==> config.mk <==
export PLATFORM = sky130hd
export DESIGN_NAME = imem_loader
export DESIGN_NICKNAME = d
export VERILOG_FILES = /design/src/rtl/imem_loader_pkg.sv /design/src/rtl/imem_loader.sv
export SDC_FILE = /design/constraint.sdc
export NUM_CORES = 1
export LEC_CHECK = 0
export ABC_AREA = 1
export BUFFER_PORTS_ARGS = -buffer_cell sky130_fd_sc_hd__buf_4
export CAP_MARGIN = 20
export CORE_ASPECT_RATIO = 0.5
export CORE_MARGIN = 8
export CORE_UTILIZATION = 40
export CTS_CLUSTER_DIAMETER = 50
export CTS_CLUSTER_SIZE = 16
export DETAILED_ROUTE_END_ITERATION = 7
export PLACE_DENSITY = 0.71
export SLEW_MARGIN = 20
export SYNTH_ARGS = -nofsm -noshare
export SYNTH_HDL_FRONTEND = slang
export SYNTH_SLANG_ARGS = --single-unit
==> constraint.sdc <==
create_clock -name clk -period 2.39 [get_ports clk]
set_input_delay 0.1195 -clock clk [delete_from_list [all_inputs] [get_ports clk]]
set_output_delay 0.1195 -clock clk [all_outputs]
set_load 0.005 [all_outputs]
==> src/rtl/imem_loader_pkg.sv <==
// Shared definitions for the IMEM boot loader: FSM encoding, error codes, word geometry.
// Latency: n/a (types and constants only).
// Backpressure: n/a.
package imem_loader_pkg;

    typedef enum logic [2:0] {
        ST_IDLE   = 3'd0,
        ST_HDR_LO = 3'd1,
        ST_HDR_HI = 3'd2,
        ST_DATA   = 3'd3,
        ST_CSUM   = 3'd4,
        ST_DONE   = 3'd5,
        ST_ERR    = 3'd6
    } state_t;

    localparam logic [1:0] LOAD_ERR_NONE = 2'b00;
    localparam logic [1:0] LOAD_ERR_OVF  = 2'b01;
    localparam logic [1:0] LOAD_ERR_CSUM = 2'b10;

    localparam int BYTES_PER_WORD = 4;

    // States from which a start request launches a new load.
    function automatic logic is_rest_state(input state_t s);
        return (s == ST_IDLE) || (s == ST_DONE) || (s == ST_ERR);
    endfunction

endpackage

==> src/rtl/imem_loader.sv <==
// Boot loader: framed byte stream -> sequential 32-bit IMEM word writes, holds the core until verified.
// Latency: write strobe one cycle after the 4th byte of a word; core release one cycle after the checksum byte.
// Backpressure: rx_ready is a pure state decode; 1 byte/clk sustained while in a receiving state.
module imem_loader
    import imem_loader_pkg::*;
#(
    parameter int PC_WIDTH      = 32,
    parameter int INST_WIDTH    = 32,
    parameter int DEPTH_WORDS   = 256,
    parameter bit HOLD_AT_RESET = 1'b1
) (
    input  logic                  clk,
    input  logic                  reset_n,
    input  logic                  start,
    input  logic                  rx_valid,
    input  logic [7:0]            rx_data,
    output logic                  rx_ready,
    output logic                  imem_wr_en,
    output logic [PC_WIDTH-1:0]   imem_wr_addr,
    output logic [INST_WIDTH-1:0] imem_wr_data,
    output logic                  core_hold,
    output logic                  load_done,
    output logic [1:0]            load_err,
    output logic [15:0]           words_loaded
);

    localparam logic [16:0] DEPTH_LIMIT = 17'(DEPTH_WORDS);
    localparam logic [1:0]  LAST_LANE   = 2'(BYTES_PER_WORD - 1);

    state_t      state, state_nxt;
    logic [1:0]  byte_idx;
    logic [7:0]  count_lo;
    logic [15:0] word_count;
    logic [7:0]  run_xor;
    logic [23:0] word_buf;      // lanes 0..2 of the word being assembled; lane 3 comes straight from rx_data

    logic        xfer;
    logic        launch;
    logic [16:0] hdr_count;
    logic        hdr_overflow;
    logic        word_last_byte;
    logic        frame_last_word;

    assign xfer            = rx_valid && rx_ready;
    assign launch          = start && is_rest_state(state);
    assign hdr_count       = {1'b0, rx_data, count_lo};
    assign hdr_overflow    = hdr_count > DEPTH_LIMIT;
    assign word_last_byte  = (byte_idx == LAST_LANE);
    assign frame_last_word = (words_loaded + 16'd1) == word_count;

    // State register.
    always_ff @(posedge clk or negedge reset_n) begin
        if (!reset_n) begin
            state <= ST_IDLE;
        end else begin
            state <= state_nxt;
        end
    end

    // Next-state logic: walk the frame header, payload and checksum.
    always_comb begin
        state_nxt = state;
        case (state)
            ST_IDLE, ST_DONE, ST_ERR: begin
                if (start) state_nxt = ST_HDR_LO;
            end
            ST_HDR_LO: begin
                if (xfer) state_nxt = ST_HDR_HI;
            end
            ST_HDR_HI: begin
                if (xfer) begin
                    if (hdr_overflow)            state_nxt = ST_ERR;
                    else if (hdr_count == 17'd0) state_nxt = ST_CSUM;
                    else                         state_nxt = ST_DATA;
                end
            end
            ST_DATA: begin
                if (xfer && word_last_byte && frame_last_word) state_nxt = ST_CSUM;
            end
            ST_CSUM: begin
                if (xfer) state_nxt = (rx_data == run_xor) ? ST_DONE : ST_ERR;
            end
            default: state_nxt = ST_IDLE;
        endcase
    end

    // Output decode: accept bytes only while a frame is being received.
    always_comb begin
        rx_ready = 1'b0;
        case (state)
            ST_HDR_LO, ST_HDR_HI, ST_DATA, ST_CSUM: rx_ready = 1'b1;
            default:                                rx_ready = 1'b0;
        endcase
    end

    // Datapath and registered outputs: checksum accumulation, word assembly, IMEM writes, status.
    always_ff @(posedge clk or negedge reset_n) begin
        if (!reset_n) begin
            byte_idx     <= 2'd0;
            count_lo     <= 8'd0;
            word_count   <= 16'd0;
            run_xor      <= 8'd0;
            word_buf     <= 24'd0;
            imem_wr_en   <= 1'b0;
            imem_wr_addr <= '0;
            imem_wr_data <= '0;
            core_hold    <= HOLD_AT_RESET;
            load_done    <= 1'b0;
            load_err     <= LOAD_ERR_NONE;
            words_loaded <= 16'd0;
        end else begin
            imem_wr_en <= 1'b0;
            if (launch) begin
                byte_idx     <= 2'd0;
                run_xor      <= 8'd0;
                words_loaded <= 16'd0;
                load_done    <= 1'b0;
                load_err     <= LOAD_ERR_NONE;
                core_hold    <= 1'b1;
            end else if (xfer) begin
                run_xor <= run_xor ^ rx_data;
                case (state)
                    ST_HDR_LO: count_lo <= rx_data;
                    ST_HDR_HI: begin
                        word_count <= hdr_count[15:0];
                        if (hdr_overflow) load_err <= LOAD_ERR_OVF;
                    end
                    ST_DATA: begin
                        byte_idx <= byte_idx + 2'd1;
                        case (byte_idx)
                            2'd0: word_buf[7:0]   <= rx_data;
                            2'd1: word_buf[15:8]  <= rx_data;
                            2'd2: word_buf[23:16] <= rx_data;
                            default: begin
                                // Overflow check bounds N, so this shift never wraps the address.
                                imem_wr_en   <= 1'b1;
                                imem_wr_addr <= PC_WIDTH'({words_loaded, 2'b00});
                                imem_wr_data <= INST_WIDTH'({rx_data, word_buf});
                                words_loaded <= words_loaded + 16'd1;
                            end
                        endcase
                    end
                    ST_CSUM: begin
                        if (rx_data == run_xor) begin
                            load_done <= 1'b1;
                            core_hold <= 1'b0;
                        end else begin
                            load_err <= LOAD_ERR_CSUM;
                        end
                    end
                    default: ;
                endcase
            end
        end
    end

endmodule

==> results.toml <==
[logic_synthesis]
synth_enable_flop_cells = 0
synth_seq_area_share_pct = 54.32
synthesis.area_per_instance_um2 = 8.414
synth.cell_area_mm2 = 0.005991
number_of_distinct_standard_cells_referenced_by_the_synthesized_netlist = 35
ys_seq_elements = 130
synth_async_sr_flop_share_pct = 100.0
main_combinational_cell_family_by_area_after_synthesis = "simple AND/OR/NAND/NOR gates"
synth-xor-area-share_pct = 1.608
area_contributors_post_synth = "sky130_fd_sc_hd__dfrtp_1 (54%), sky130_fd_sc_hd__nand2_1 (15%), sky130_fd_sc_hd__o21ai_0 (7.8%)"
synth_compound_gate_area_share_pct = 10.09
synthDominantCellAreaShare_pct = 53.88
synthCells = 712
synth_simple_gate_area_share_pct = 25.21
ys.warnings.count = 0
netlist.top_cell.by_area = "sky130_fd_sc_hd__dfrtp_1"
synth.area.mux_share_pct = 0
synth_ff_type = "sky130_fd_sc_hd__dfrtp_1"
synthAdderAreaFrac_pct = 1.253

[status]
outcome = "finished, final reports clean"

[floorplan]
design.portCount = 98
die_width_um = 189.1
coreArea_mm2 = 0.01455
overall_die_area_mm2 = 0.01939
floorplan.rows = 31
initial_core_util_pct = 41.19
die-height_um = 102.5

[sta]
setup-violations-final = 0
timing.slew.headroom_pct = 62.36
finalHoldViolCount = 0
report.final.slew_viol_count = 0
layout_worst_path_cycle_share_pct = 89.41
tightestPinTransition_ps = 564.6
period_needed_ps = 2137
fmaxAchievable_ghz = 0.4680
rsz0062_at_grt = "false"
finClkSkew_ps = 10.75
setup_total_negative_slack_ps = 0

[cells_and_area]
layout.cell_area.non_filler_mm2 = 0.007387
layout.nets = 818
diodes = 0
synthToLayoutAreaGrowth_pct = 23.31
final_layout_size_suffix_gt1_share_pct = 18.33

[global_routing]
grt_overflow_total = 0
combined_global_route_utilization_of_all_metal_layers_pct = 16.31
first_global_vias = 4873
grt_max_degree = 61
grt_antenna_before_repair = 0
grt_first_pass_wirelength_um = 25340

[worst_setup_path]
critical_path.startpoint_type = "flip-flop"
critPathBufInv = 0
critPathTopFamily = "simple AND/OR/NAND/NOR gates"
worst_ep_arrival_time_ps = 2440
cp_max_fo = 7
critical_path.cell_chain = "ha_1, nand2_2, nor2_4, nand2_2, nand2_1, nand3_1, nand2_1, nand2_1, nor2_1, nand2_1, nor2_2, nand2_2, nand2_4, nand2_2, nand2_1, nand2_1"
worstSetupEndpointType = "flip-flop"
worst_path_largest_cell_delay_ps = 460
cp.required_ps = 2690
critPathMostFrequentCell = "sky130_fd_sc_hd__nand2_1"
critPathKind = "flip-flop to flip-flop"
critPathSlowestCell = "sky130_fd_sc_hd__dfrtp_1"

[clock_tree]
cts-htree-levels = 4
cts_inserted_buffers = 17
clock_insertion_delay_worst_skew_ps = 420
cts_setup_buffers = 0
max_root_sink_buffers = 2
post_cts.resized_instances = 0
clockRootBuffer = "sky130_fd_sc_hd__clkbuf_16"
tritoncts = "done"
clk_pin_slew_worst_paths_ps = 70
count_of_clock_tree_sinks = 130

[detailed_routing]
drt-pass1-iter-count = 5
route.antenna.remaining_nets = 0
routed.top_layer = "met4"
routed_wire_length_per_instance_um = 15.31
route.detailed.drc = 0
wl_met2_um = 6972
postRouteWirelength_um = 15480
dr_wl_met3_um = 767
met1_length_um = 7591
drt-vias-per-instance = 4.895
drtIter0Drc = 469
vias = 4949

[power_and_ir_drop]
intPower_mw = 4.902
seqPwrFrac_pct = 42.5
p_per_area_mw_per_mm2 = 971.8
max-vdd-ir-drop_mv = 0.5837
leakage_nw = 3.713
switching_share_pct = 31.72
power.clock.fraction_pct = 36.6
combinationalPowerShare_pct = 20.9
total_switching_power_mw = 2.277

[placed_design]
detailed_place.area_mm2 = 0.006775
gpl.final_weighted_congestion = 0.8494
placement.io_buffers = 81
detailedPlacementHpwl_um = 10920

[flow_run]
drv.max_cap_violation_count = 0

[worst_hold_path]
min-delay-path-class = "input port to flip-flop"
## power groups by stage
| stage | Clock [mW] | Sequential [mW] | Combinational [mW] |
|---|---|---|---|
| 2_1_floorplan | 0 | 2.97 | 1.09 |
| 3_3_place_gp | 0 | 3.06 | 1.45 |
| 3_5_place_dp | 0 | 3.07 | 1.50 |
| 4_1_cts | 2.66 | 3.04 | 1.51 |
| 5_1_grt | 2.76 | 3.10 | 1.75 |
| 6_report | 2.62 | 3.05 | 1.50 |
## path summary, 6_finish.rpt
check                                            start  slack (ps)  depth (start not counted)                            to
min in group asynchronous                      reset_n         240                          2        run_xor[3]$_DFFE_PN0P_
max                        words_loaded[0]$_DFFE_PN0P_         250                         16          state[1]$_DFFE_PN0P_
max reg2reg                words_loaded[0]$_DFFE_PN0P_         250                         16          state[1]$_DFFE_PN0P_
max in group asynchronous                      reset_n        1360                          3  imem_wr_data[26]$_DFFE_PN0P_
min reg2reg                    word_buf[2]$_DFFE_PN0P_         470                          2   imem_wr_data[2]$_DFFE_PN0P_
min                                         rx_data[2]          40                          3        run_xor[2]$_DFFE_PN0P_
## cells in the mapped netlist, types with 6 or more instances
master,number
sky130_fd_sc_hd__nand4_1,9
sky130_fd_sc_hd__nor2_2,6
sky130_fd_sc_hd__o22ai_1,8
sky130_fd_sc_hd__nand2_1,238
sky130_fd_sc_hd__buf_2,9
sky130_fd_sc_hd__nor2_4,6
sky130_fd_sc_hd__inv_1,60
sky130_fd_sc_hd__ha_1,6
sky130_fd_sc_hd__xnor2_1,9
sky130_fd_sc_hd__nand3_1,51
sky130_fd_sc_hd__nor2_1,24
sky130_fd_sc_hd__buf_4,16
sky130_fd_sc_hd__clkbuf_1,11
sky130_fd_sc_hd__nand2_2,9
sky130_fd_sc_hd__dfrtp_1,129
sky130_fd_sc_hd__o21ai_0,93
## state kept, by name (all words and copies together), names as in the netlist, 2 cells and up
name	count
byte_idx	2
count_lo	8
imem_wr_addr	16
imem_wr_data	32
load_err	2
run_xor	8
state	3
word_buf	24
word_count	16
words_loaded	16
## what timing repair did
action                     4_1_cts  5_1_grt
hold buffers                     1        0
hold endpoints to repair        38        0
setup endpoints to repair        0        0
## metal layers
metal  up-vias  GRT usage, %
li1       2443             -
met4         0         5.134
met5         -             0
met1      2365         22.29
met3        14         3.680
met2       127         25.66
## cell families (layout without fill, tap and decap cells)
| family | Yosys count | count (layout) |
|---|---|---|
| AOI/OAI and AO/OA | 114 | 114 |
| and+or+nand+nor | 350 | 350 |
| adders and majority gates | 6 | 6 |
| other | 1 | 16 |
| xor gates and xnor gates | 11 | 11 |
| buffers and inverters | 100 | 186 |
| DFF | 130 | 130 |
## stage by stage
stage / util (%) / total power, mW / hold slack [ps] / setup slack, ps / cells
after CTS: 50.79 / 7.212 / 34.65 / 290.4 / 1011
after global routing: 50.79 / 7.608 / 47.44 / 111.0 / 1011
final: 50.79 / 7.179 / 35.22 / 253.1 / 1011
after global placement: 46.58 / 4.505 / 135.9 / 424.9 / 978
after detailed placement: 46.58 / 4.574 / 147.6 / 305.3 / 978
after floorplan: - / 4.063 / -176.1 / 553.8 / 727
## worst min-delay path: cells and delay by family
kind / cells / cell delay [ps]
AOI/OAI and AO/OA: 1 / 80
xor gates and xnor gates: 1 / 120
buffers and inverters: 1 / 90
## cells in the final DEF, fill, tap and decap left out, drive strengths merged, types with 2 or more instances in the layout
cell,count
a21oi,3
buf,90
bufinv,2
clkbuf,20
clkinv,4
clkinvlp,2
conb,16
dfrtp,129
ha,6
inv,67
nand2,248
nand3,52
nand3b,3
nand4,9
nor2,36
nor3,2
o211ai,3
o21ai,95
o22ai,8
xnor2,9
xor2,2
## area by class of cell
cell class | instances | area [um2]
Clock buffer | 20 | 456.7
Clock inverter | 12 | 145.1
Fill cell | 1348 | 7158
Inverter | 63 | 236.5
Multi-Input combinational cell | 497 | 2349
Sequential cell | 130 | 3254
Tap cell | 198 | 247.7
Timing Repair Buffer | 91 | 698.2
Power figures use the tool's default switching activity.
